===== src/rtl/rtable_pkg.sv =====
`default_nettype none
// ============================================================================
// Module      : rtable_pkg
// Description : Shared constants for the route-table lookup arbiter
//               (sizes, direction codes, input-port indices).
// Revision    : 1.0 - initial release
// ============================================================================
package rtable_pkg;

    localparam int NPORTS = 5;
    localparam int ID_W   = 8;
    localparam int DIR_W  = 3;
    localparam int SRC_W  = $clog2(NPORTS);

    localparam logic [DIR_W-1:0] DIR_LOCAL = 3'd0;
    localparam logic [DIR_W-1:0] DIR_NORTH = 3'd1;
    localparam logic [DIR_W-1:0] DIR_EAST  = 3'd2;
    localparam logic [DIR_W-1:0] DIR_SOUTH = 3'd3;
    localparam logic [DIR_W-1:0] DIR_WEST  = 3'd4;

    localparam logic [SRC_W-1:0] P_NORTH = 3'd0;
    localparam logic [SRC_W-1:0] P_EAST  = 3'd1;
    localparam logic [SRC_W-1:0] P_SOUTH = 3'd2;
    localparam logic [SRC_W-1:0] P_WEST  = 3'd3;
    localparam logic [SRC_W-1:0] P_LOCAL = 3'd4;

endpackage
`default_nettype wire


===== src/rtl/rtable_lookup_arb_if.sv =====
`default_nettype none
// ============================================================================
// Module      : rtable_lookup_arb_if
// Description : Request/response bundle between the input-port buffers
//               (master) and the lookup arbiter (slave).
// Revision    : 1.0 - initial release
// ============================================================================
interface rtable_lookup_arb_if
    import rtable_pkg::*;
#(
    parameter int NPORTS = rtable_pkg::NPORTS,
    parameter int ID_W   = rtable_pkg::ID_W,
    parameter int DIR_W  = rtable_pkg::DIR_W,
    parameter int SRC_W  = rtable_pkg::SRC_W
);
    logic [NPORTS-1:0]      req_valid;
    logic [NPORTS*ID_W-1:0] req_dest;
    logic [NPORTS-1:0]      req_ready;
    logic                   resp_valid;
    logic                   resp_ready;
    logic [SRC_W-1:0]       resp_src;
    logic [DIR_W-1:0]       resp_dir;
    logic                   resp_err;

    modport master (
        output req_valid, req_dest, resp_ready,
        input  req_ready, resp_valid, resp_src, resp_dir, resp_err
    );

    modport slave (
        input  req_valid, req_dest, resp_ready,
        output req_ready, resp_valid, resp_src, resp_dir, resp_err
    );
endinterface
`default_nettype wire


===== src/rtl/rtable_lookup_arb_arbiter.sv =====
`default_nettype none
// ============================================================================
// Module      : rr_arbiter
// Description : Combinational round-robin pick; priority starts just after
//               the last granted index held in ptr.
// Revision    : 1.0 - initial release
// ============================================================================
module rr_arbiter
    import rtable_pkg::*;
#(
    parameter int NPORTS = rtable_pkg::NPORTS,
    parameter int IDX_W  = rtable_pkg::SRC_W
) (
    input  logic [NPORTS-1:0] req,
    input  logic [IDX_W-1:0]  ptr,
    input  logic              en,
    output logic [NPORTS-1:0] grant,
    output logic [IDX_W-1:0]  grant_idx,
    output logic              any
);
    int               w_sum;
    logic [IDX_W-1:0] w_idx;

    always_comb begin
        grant     = '0;
        grant_idx = '0;
        any       = 1'b0;
        w_sum     = 0;
        w_idx     = '0;
        // ptr < NPORTS and k <= NPORTS, so one subtraction is enough to wrap
        for (int k = 1; k <= NPORTS; k++) begin
            w_sum = int'(ptr) + k;
            if (w_sum >= NPORTS) begin
                w_sum = w_sum - NPORTS;
            end
            w_idx = w_sum[IDX_W-1:0];
            if (en && !any && req[w_idx]) begin
                any       = 1'b1;
                grant_idx = w_idx;
            end
        end
        if (any) begin
            grant[grant_idx] = 1'b1;
        end
    end
endmodule
`default_nettype wire


===== src/rtl/rtable_lookup_arb.sv =====
`default_nettype none
// ============================================================================
// Module      : rtable_lookup_arb
// Description : Shares one registered route-table lookup among the input
//               ports; two-stage pipeline with a backpressured response.
// Revision    : 1.0 - initial release
// ============================================================================
module rtable_lookup_arb
    import rtable_pkg::*;
#(
    parameter int NPORTS = rtable_pkg::NPORTS,
    parameter int ID_W   = rtable_pkg::ID_W,
    parameter int DIR_W  = rtable_pkg::DIR_W,
    parameter int SRC_W  = rtable_pkg::SRC_W
) (
    input  logic              clk,
    input  logic              rst,
    rtable_lookup_arb_if.slave bus,
    output logic [ID_W-1:0]   rt_dest_id,
    input  logic [DIR_W-1:0]  rt_switch_port
);
    logic              s1_v_q, s1_v_d;
    logic [SRC_W-1:0]  s1_src_q, s1_src_d;
    logic [ID_W-1:0]   s1_dest_q, s1_dest_d;
    logic              resp_valid_q, resp_valid_d;
    logic [SRC_W-1:0]  resp_src_q, resp_src_d;
    logic [DIR_W-1:0]  resp_dir_q, resp_dir_d;
    logic              resp_err_q, resp_err_d;
    logic [SRC_W-1:0]  ptr_q, ptr_d;

    logic              w_adv1, w_adv2, w_en, w_any;
    logic [NPORTS-1:0] w_grant;
    logic [SRC_W-1:0]  w_grant_idx;
    logic [ID_W-1:0]   w_grant_dest;

    assign w_adv2 = !resp_valid_q || bus.resp_ready;
    assign w_adv1 = !s1_v_q || w_adv2;
    assign w_en   = w_adv1 && !rst;

    rr_arbiter #(
        .NPORTS (NPORTS),
        .IDX_W  (SRC_W)
    ) u_arb (
        .req       (bus.req_valid),
        .ptr       (ptr_q),
        .en        (w_en),
        .grant     (w_grant),
        .grant_idx (w_grant_idx),
        .any       (w_any)
    );

    always_comb begin
        w_grant_dest = '0;
        for (int i = 0; i < NPORTS; i++) begin
            if (w_grant[i]) begin
                w_grant_dest = bus.req_dest[i*ID_W +: ID_W];
            end
        end
    end

    // While stalled the table re-samples the in-flight ID so its output stays valid
    always_comb begin
        rt_dest_id = '0;
        if (!rst) begin
            if (!w_adv1) begin
                rt_dest_id = s1_dest_q;
            end else if (w_any) begin
                rt_dest_id = w_grant_dest;
            end
        end
    end

    always_comb begin
        s1_v_d       = s1_v_q;
        s1_src_d     = s1_src_q;
        s1_dest_d    = s1_dest_q;
        resp_valid_d = resp_valid_q;
        resp_src_d   = resp_src_q;
        resp_dir_d   = resp_dir_q;
        resp_err_d   = resp_err_q;
        ptr_d        = ptr_q;

        if (w_adv1) begin
            s1_v_d    = w_any;
            s1_src_d  = w_any ? w_grant_idx  : '0;
            s1_dest_d = w_any ? w_grant_dest : '0;
        end
        if (w_any) begin
            ptr_d = w_grant_idx;
        end
        if (w_adv2) begin
            resp_valid_d = s1_v_q;
            resp_src_d   = s1_src_q;
            resp_dir_d   = rt_switch_port;
            resp_err_d   = (rt_switch_port > DIR_W'(DIR_WEST));
        end
    end

    always_ff @(posedge clk or posedge rst) begin
        if (rst) begin
            s1_v_q       <= 1'b0;
            s1_src_q     <= '0;
            s1_dest_q    <= '0;
            resp_valid_q <= 1'b0;
            resp_src_q   <= '0;
            resp_dir_q   <= '0;
            resp_err_q   <= 1'b0;
            ptr_q        <= SRC_W'(NPORTS - 1);
        end else begin
            s1_v_q       <= s1_v_d;
            s1_src_q     <= s1_src_d;
            s1_dest_q    <= s1_dest_d;
            resp_valid_q <= resp_valid_d;
            resp_src_q   <= resp_src_d;
            resp_dir_q   <= resp_dir_d;
            resp_err_q   <= resp_err_d;
            ptr_q        <= ptr_d;
        end
    end

    assign bus.req_ready  = w_grant;
    assign bus.resp_valid = resp_valid_q;
    assign bus.resp_src   = resp_src_q;
    assign bus.resp_dir   = resp_dir_q;
    assign bus.resp_err   = resp_err_q;
endmodule
`default_nettype wire


===== src/flat_wrapper.sv =====
// flat-port wrapper written by rule: the top's interface ports become plain ports
module rtable_lookup_arb_flat import rtable_pkg::*;
#(
    parameter int NPORTS = rtable_pkg::NPORTS,
    parameter int ID_W   = rtable_pkg::ID_W,
    parameter int DIR_W  = rtable_pkg::DIR_W,
    parameter int SRC_W  = rtable_pkg::SRC_W
)
  (clk, rst, rt_dest_id, rt_switch_port, bus_req_valid, bus_req_dest, bus_resp_ready, bus_req_ready, bus_resp_valid, bus_resp_src, bus_resp_dir, bus_resp_err);
  rtable_lookup_arb_if #(.NPORTS(NPORTS), .ID_W(ID_W), .DIR_W(DIR_W), .SRC_W(SRC_W)) bus_i ();
  input  logic clk;
  input  logic rst;
  output logic [ID_W-1:0] rt_dest_id;
  input  logic [DIR_W-1:0] rt_switch_port;
  input wire logic [$bits(bus_i.req_valid)-1:0] bus_req_valid;
  input wire logic [$bits(bus_i.req_dest)-1:0] bus_req_dest;
  input wire logic [$bits(bus_i.resp_ready)-1:0] bus_resp_ready;
  output wire logic [$bits(bus_i.req_ready)-1:0] bus_req_ready;
  output wire logic [$bits(bus_i.resp_valid)-1:0] bus_resp_valid;
  output wire logic [$bits(bus_i.resp_src)-1:0] bus_resp_src;
  output wire logic [$bits(bus_i.resp_dir)-1:0] bus_resp_dir;
  output wire logic [$bits(bus_i.resp_err)-1:0] bus_resp_err;
  assign bus_i.req_valid = bus_req_valid;
  assign bus_i.req_dest = bus_req_dest;
  assign bus_i.resp_ready = bus_resp_ready;
  assign bus_req_ready = bus_i.req_ready;
  assign bus_resp_valid = bus_i.resp_valid;
  assign bus_resp_src = bus_i.resp_src;
  assign bus_resp_dir = bus_i.resp_dir;
  assign bus_resp_err = bus_i.resp_err;
  rtable_lookup_arb #(.NPORTS(NPORTS), .ID_W(ID_W), .DIR_W(DIR_W), .SRC_W(SRC_W)) u_core (.clk(clk), .rst(rst), .bus(bus_i), .rt_dest_id(rt_dest_id), .rt_switch_port(rt_switch_port));
endmodule

===== config.mk =====
export PLATFORM = sky130hd
export DESIGN_NAME = rtable_lookup_arb_flat
export DESIGN_NICKNAME = d
export VERILOG_FILES = /design/src/rtl/rtable_pkg.sv /design/src/rtl/rtable_lookup_arb_if.sv /design/src/rtl/rtable_lookup_arb_arbiter.sv /design/src/rtl/rtable_lookup_arb.sv /design/src/flat_wrapper.sv
export SDC_FILE = /design/constraint.sdc
export NUM_CORES = 1
export LEC_CHECK = 0
export BUFFER_PORTS_ARGS = -buffer_cell sky130_fd_sc_hd__buf_2
export CAP_MARGIN = 10
export CORE_MARGIN = 10
export CORE_UTILIZATION = 39
export CTS_CLUSTER_DIAMETER = 80
export DETAILED_ROUTE_END_ITERATION = 16
export PLACE_DENSITY = 0.66
export SLEW_MARGIN = 10
export SYNTH_ARGS = -nofsm -noshare
export SYNTH_HDL_FRONTEND = slang
export SYNTH_SLANG_ARGS = --single-unit

===== constraint.sdc =====
create_clock -name clk -period 6.1 [get_ports clk]
set_input_delay 1.83 -clock clk [delete_from_list [all_inputs] [get_ports clk]]
set_output_delay 1.83 -clock clk [all_outputs]
set_load 0.02 [all_outputs]

==> summary.md <==
| Metric | Value |
|---|---|
| Final setup violation count | 11 |
| Clock edge transition at the registers on the reported setup and hold paths | approximately 0.09 ns |
| Worst min-delay path category | reg -> reg |
| Sum of buffers and inverters on the critical path | 4 |
| Post-detail-place hpwl | about 6.9 mm |
| Initial drt markers | 233 |
| Critical Path Fanout Max | 21 |
| Number of hold buffers added after cts | 0 |
| Synthesized Nets | ~370 |
| Startpoint Class | input pin |
| Vias after detailed routing | 2925 |
| Synth top area share | 20.4% |
| Ranking of synthesized cells by instance count | a21oi_1 (38), dfrtp_1 (22), nor2_1 (20) |
| Origin of the critical flop-to-flop path | u_core.ptr_q[2]$_DFFE_PP1N_ |
| Number of enable-type register cells in the synthesized netlist | 0 |
| Nets | 495 |
| Count of antenna diodes in the layout | 0 |
| Critical Path Max Stage Delay | 0.53 ns |
| Wire length of the first global-routing pass | around 14 mm |
| Proportion of layout cells with a drive suffix above 1 | 52.8% |
| Layout-stage area growth over the synthesis result | 48.1% |
| Drc violations | 0 |
| Data arrival time of the critical path | 4.56 ns |
| # H-tree levels | 1 |
| Via count of the first global-routing pass | around 3100 |
| Period Utilization, post-route | 105% |
| Count of TritonRoute iterations in the first routing pass | 4 |
| Accumulated negative setup slack | -2.64 ns |
| Outcome | finished, violations left |
| Routed Antenna Nets | 0 |
| Remaining global-route overflow | 0 |
| Die boundary height | roughly 100 um |
| Post-synthesis sequential area ratio | 21.3% |
| Bufs on Longest Clock Path | 2 |
| TritonCTS clock tree | yes |
| DIE WIDTH | just over 100 um |
| Cell with the largest stage delay on the worst path | or4bb_1 |
| Crit. Startpoint | bus_req_valid[2] |
| Cell-by-cell trace of the critical path | buf_8 -> or4bb_1 -> o31a_1 -> o311a_1 -> o31ai_2 -> buf_4 -> o21ai_0 -> o211ai_1 -> a21oi_2 -> buf_12 -> mux2_1 -> a21oi_2 -> a211oi_4 -> buf_4 |
| Most used flip-flop cell after synthesis | dfrtp_1 |
| Initial Utilization | roughly 40% |
| Worst-Skew Late Latency | 0.26 ns |
| Antenna violations before repair | 0 |
| Wirelength, routed | 9.24 mm |
| Number of CTS-inserted buffers | 3 |
| Final min period | 6.39 ns |
| Crit path setup slack, layout | -0.285 ns |
| Number of maximum-capacitance constraint violations | 0 |
| Final GP Congestion | roughly 0.91 |
| Post-synthesis cell area | 2700 sq um |
| Buffers added on ports | 71 |
| Maximum number of pins on one net before global-route repair | 26 |
| Synthesized netlist cell count | 305 |
| Transition time at the pin with the least slew margin | 0.910 ns |
| Achievable frequency | 157 MHz |
| Worst slew slack as a fraction of its limit | 39.3% |
| I/O pin count | 72 |
| Hold Slack | 0.465 ns |
| Top delay family on crit path | compound AO/OA/AOI/OAI gates |
| TritonCTS Sinks | 23 |
| Capturing element type of the critical path | output pin |
| Ys async rst share | 100% |
| YS warnings | 0 |
| Most area-consuming cells after synthesis | dfrtp_1 (20%), mux2_2 (7.1%), a21oi_1 (7.0%) |
| Die ar. | 10700 sq um |
| Final worst clock skew | 0.00190 ns |
| Core footprint | around 6800 sq um |
| Count of pins over their slew limit | 0 |
| Failing checks | setup timing |
| Seq cells post-synth | 23 |
| Crit Path Category | in -> out |
| Average via count per standard cell | 5.71 |
| Worst Path Required | approximately 4.3 ns |
| Average size of a mapped cell | 8.87 sq um |
| Yosys top cell by area | dfrtp_1 |
| Hold Startpoint | u_core.s1_v_q$_DFFE_PP0N_ |
| Setup repair after global routing missed its margin | yes |
| Core Rows | 30 |
| Post-detailed-route wirelength per cell | 18.1 um |
| Overall global routing resource usage | 16.5% |
| Root Buffer | clkbuf_8 |
| Count of final hold-check violations | 0 |
| Cell with the most instances after synthesis | a21oi_1 |
| Library cells used by synthesis | 71 |
==> placed cells by master, fill, tap and decap left out, drive strengths merged, types with 3 or more instances in the layout <==
| master | instances |
|---|---|
| buf | 139 |
| a21oi | 41 |
| mux2 | 25 |
| dfrtp | 22 |
| nor2 | 20 |
| o21ai | 16 |
| nand2 | 12 |
| inv | 11 |
| a211oi | 11 |
| ha | 10 |
| a22oi | 9 |
| nor2b | 8 |
| nand2b | 8 |
| o211ai | 7 |
| a21o | 7 |
| and3 | 6 |
| a21boi | 5 |
| mux2i | 5 |
| nor4 | 5 |
| a221oi | 4 |
| and2 | 4 |
| or2 | 3 |
| clkbuf | 3 |
| and3b | 3 |
| nand4 | 3 |
| o21a | 3 |
==> timing repair <==
item | in CTS | in global routing
pin swaps | 1 | 13
endpoints found under the setup margin | 12 | 13
gates cloned | 1 | 1
buffers inserted | 3 | 8
gates resized for setup | 30 | 34
==> flip-flops by register name (all words and copies together) (netlist names) <==
register / count
u_core.ptr_q: 3
u_core.s1_v_q: 1
u_core.bus.resp_src: 3
u_core.bus.resp_dir: 3
u_core.s1_src_q: 3
u_core.s1_dest_q: 8
u_core.bus.resp_valid: 1
u_core.bus.resp_err: 1
==> worst reg2reg max path, delay by kind of cell (launching register included) <==
family,cells,cell delay [ns]
AOI/OAI and AO/OA,6,1.27
DFF,1,0.68
and+or+nand+nor,3,0.65
buffers and inverters,4,0.64
muxes,1,0.38
adders and majority gates,1,0.31
==> layout make-up <==
class                           count  area [sq um]
Fill cell                         579          2750
Multi-Input combinational cell    255          2240
Timing Repair Buffer              139           995
Sequential cell                    23           577
Tap cell                           80           100
Clock buffer                        3          41.3
Inverter                           11          41.3
Clock inverter                      1          5.00
==> cells by family (layout without fill, tap and decap cells) <==
logic type | after synthesis | count (layout) | share of synthesized area (%)
adders and majority gates | 11 | 11 | 5.37
AOI/OAI and AO/OA | 122 | 122 | 34.5
muxes | 32 | 32 | 13.9
and+or+nand+nor | 85 | 87 | 19.0
buffers and inverters | 29 | 154 | 4.90
xor gates and xnor gates | 3 | 3 | 0.972
DFF | 23 | 23 | 21.3
==> metrics by stage <==
| step | cells | util, % | area (sq um) | worst slack, ns |
|---|---|---|---|---|
| after floorplan | 305 | - | 2800 | -0.0485 |
| after global placement | 495 | 53.6 | 3620 | -0.347 |
| after detailed placement | 495 | 53.6 | 3620 | -0.411 |
| after CTS | 503 | 56.1 | 3790 | -0.247 |
| after global routing | 512 | 59.3 | 4000 | -0.369 |
| final | 512 | 59.3 | 4000 | -0.285 |
==> final timing paths <==
kind	endpoint	slack, ns	depth (start not counted)
max in group asynchronous	u_core.s1_v_q$_DFFE_PP0N_	3.50	3
hold reg to reg	u_core.bus.resp_valid$_DFFE_PP0P_	0.46	1
hold / removal	u_core.bus.resp_valid$_DFFE_PP0P_	0.46	1
setup / recovery	rt_dest_id[2]	-0.29	14
setup reg to reg	u_core.s1_dest_q[1]$_DFF_PP0_	2.07	15
min in group asynchronous	u_core.s1_dest_q[7]$_DFF_PP0_	2.04	3
==> per-layer routing <==
metal / vias to the layer above / wire length (um) / GRT usage [%]
met5: - / 0 / 0
met4: 0 / 47 / 3.21
met3: 6 / 534 / 3.85
met2: 82 / 4680 / 28.4
met1: 1424 / 3980 / 20.5
li1: 1413 / - / -
Power is not shown: default switching activity piles up to over one toggle a cycle in this logic, so the estimate is an artifact.
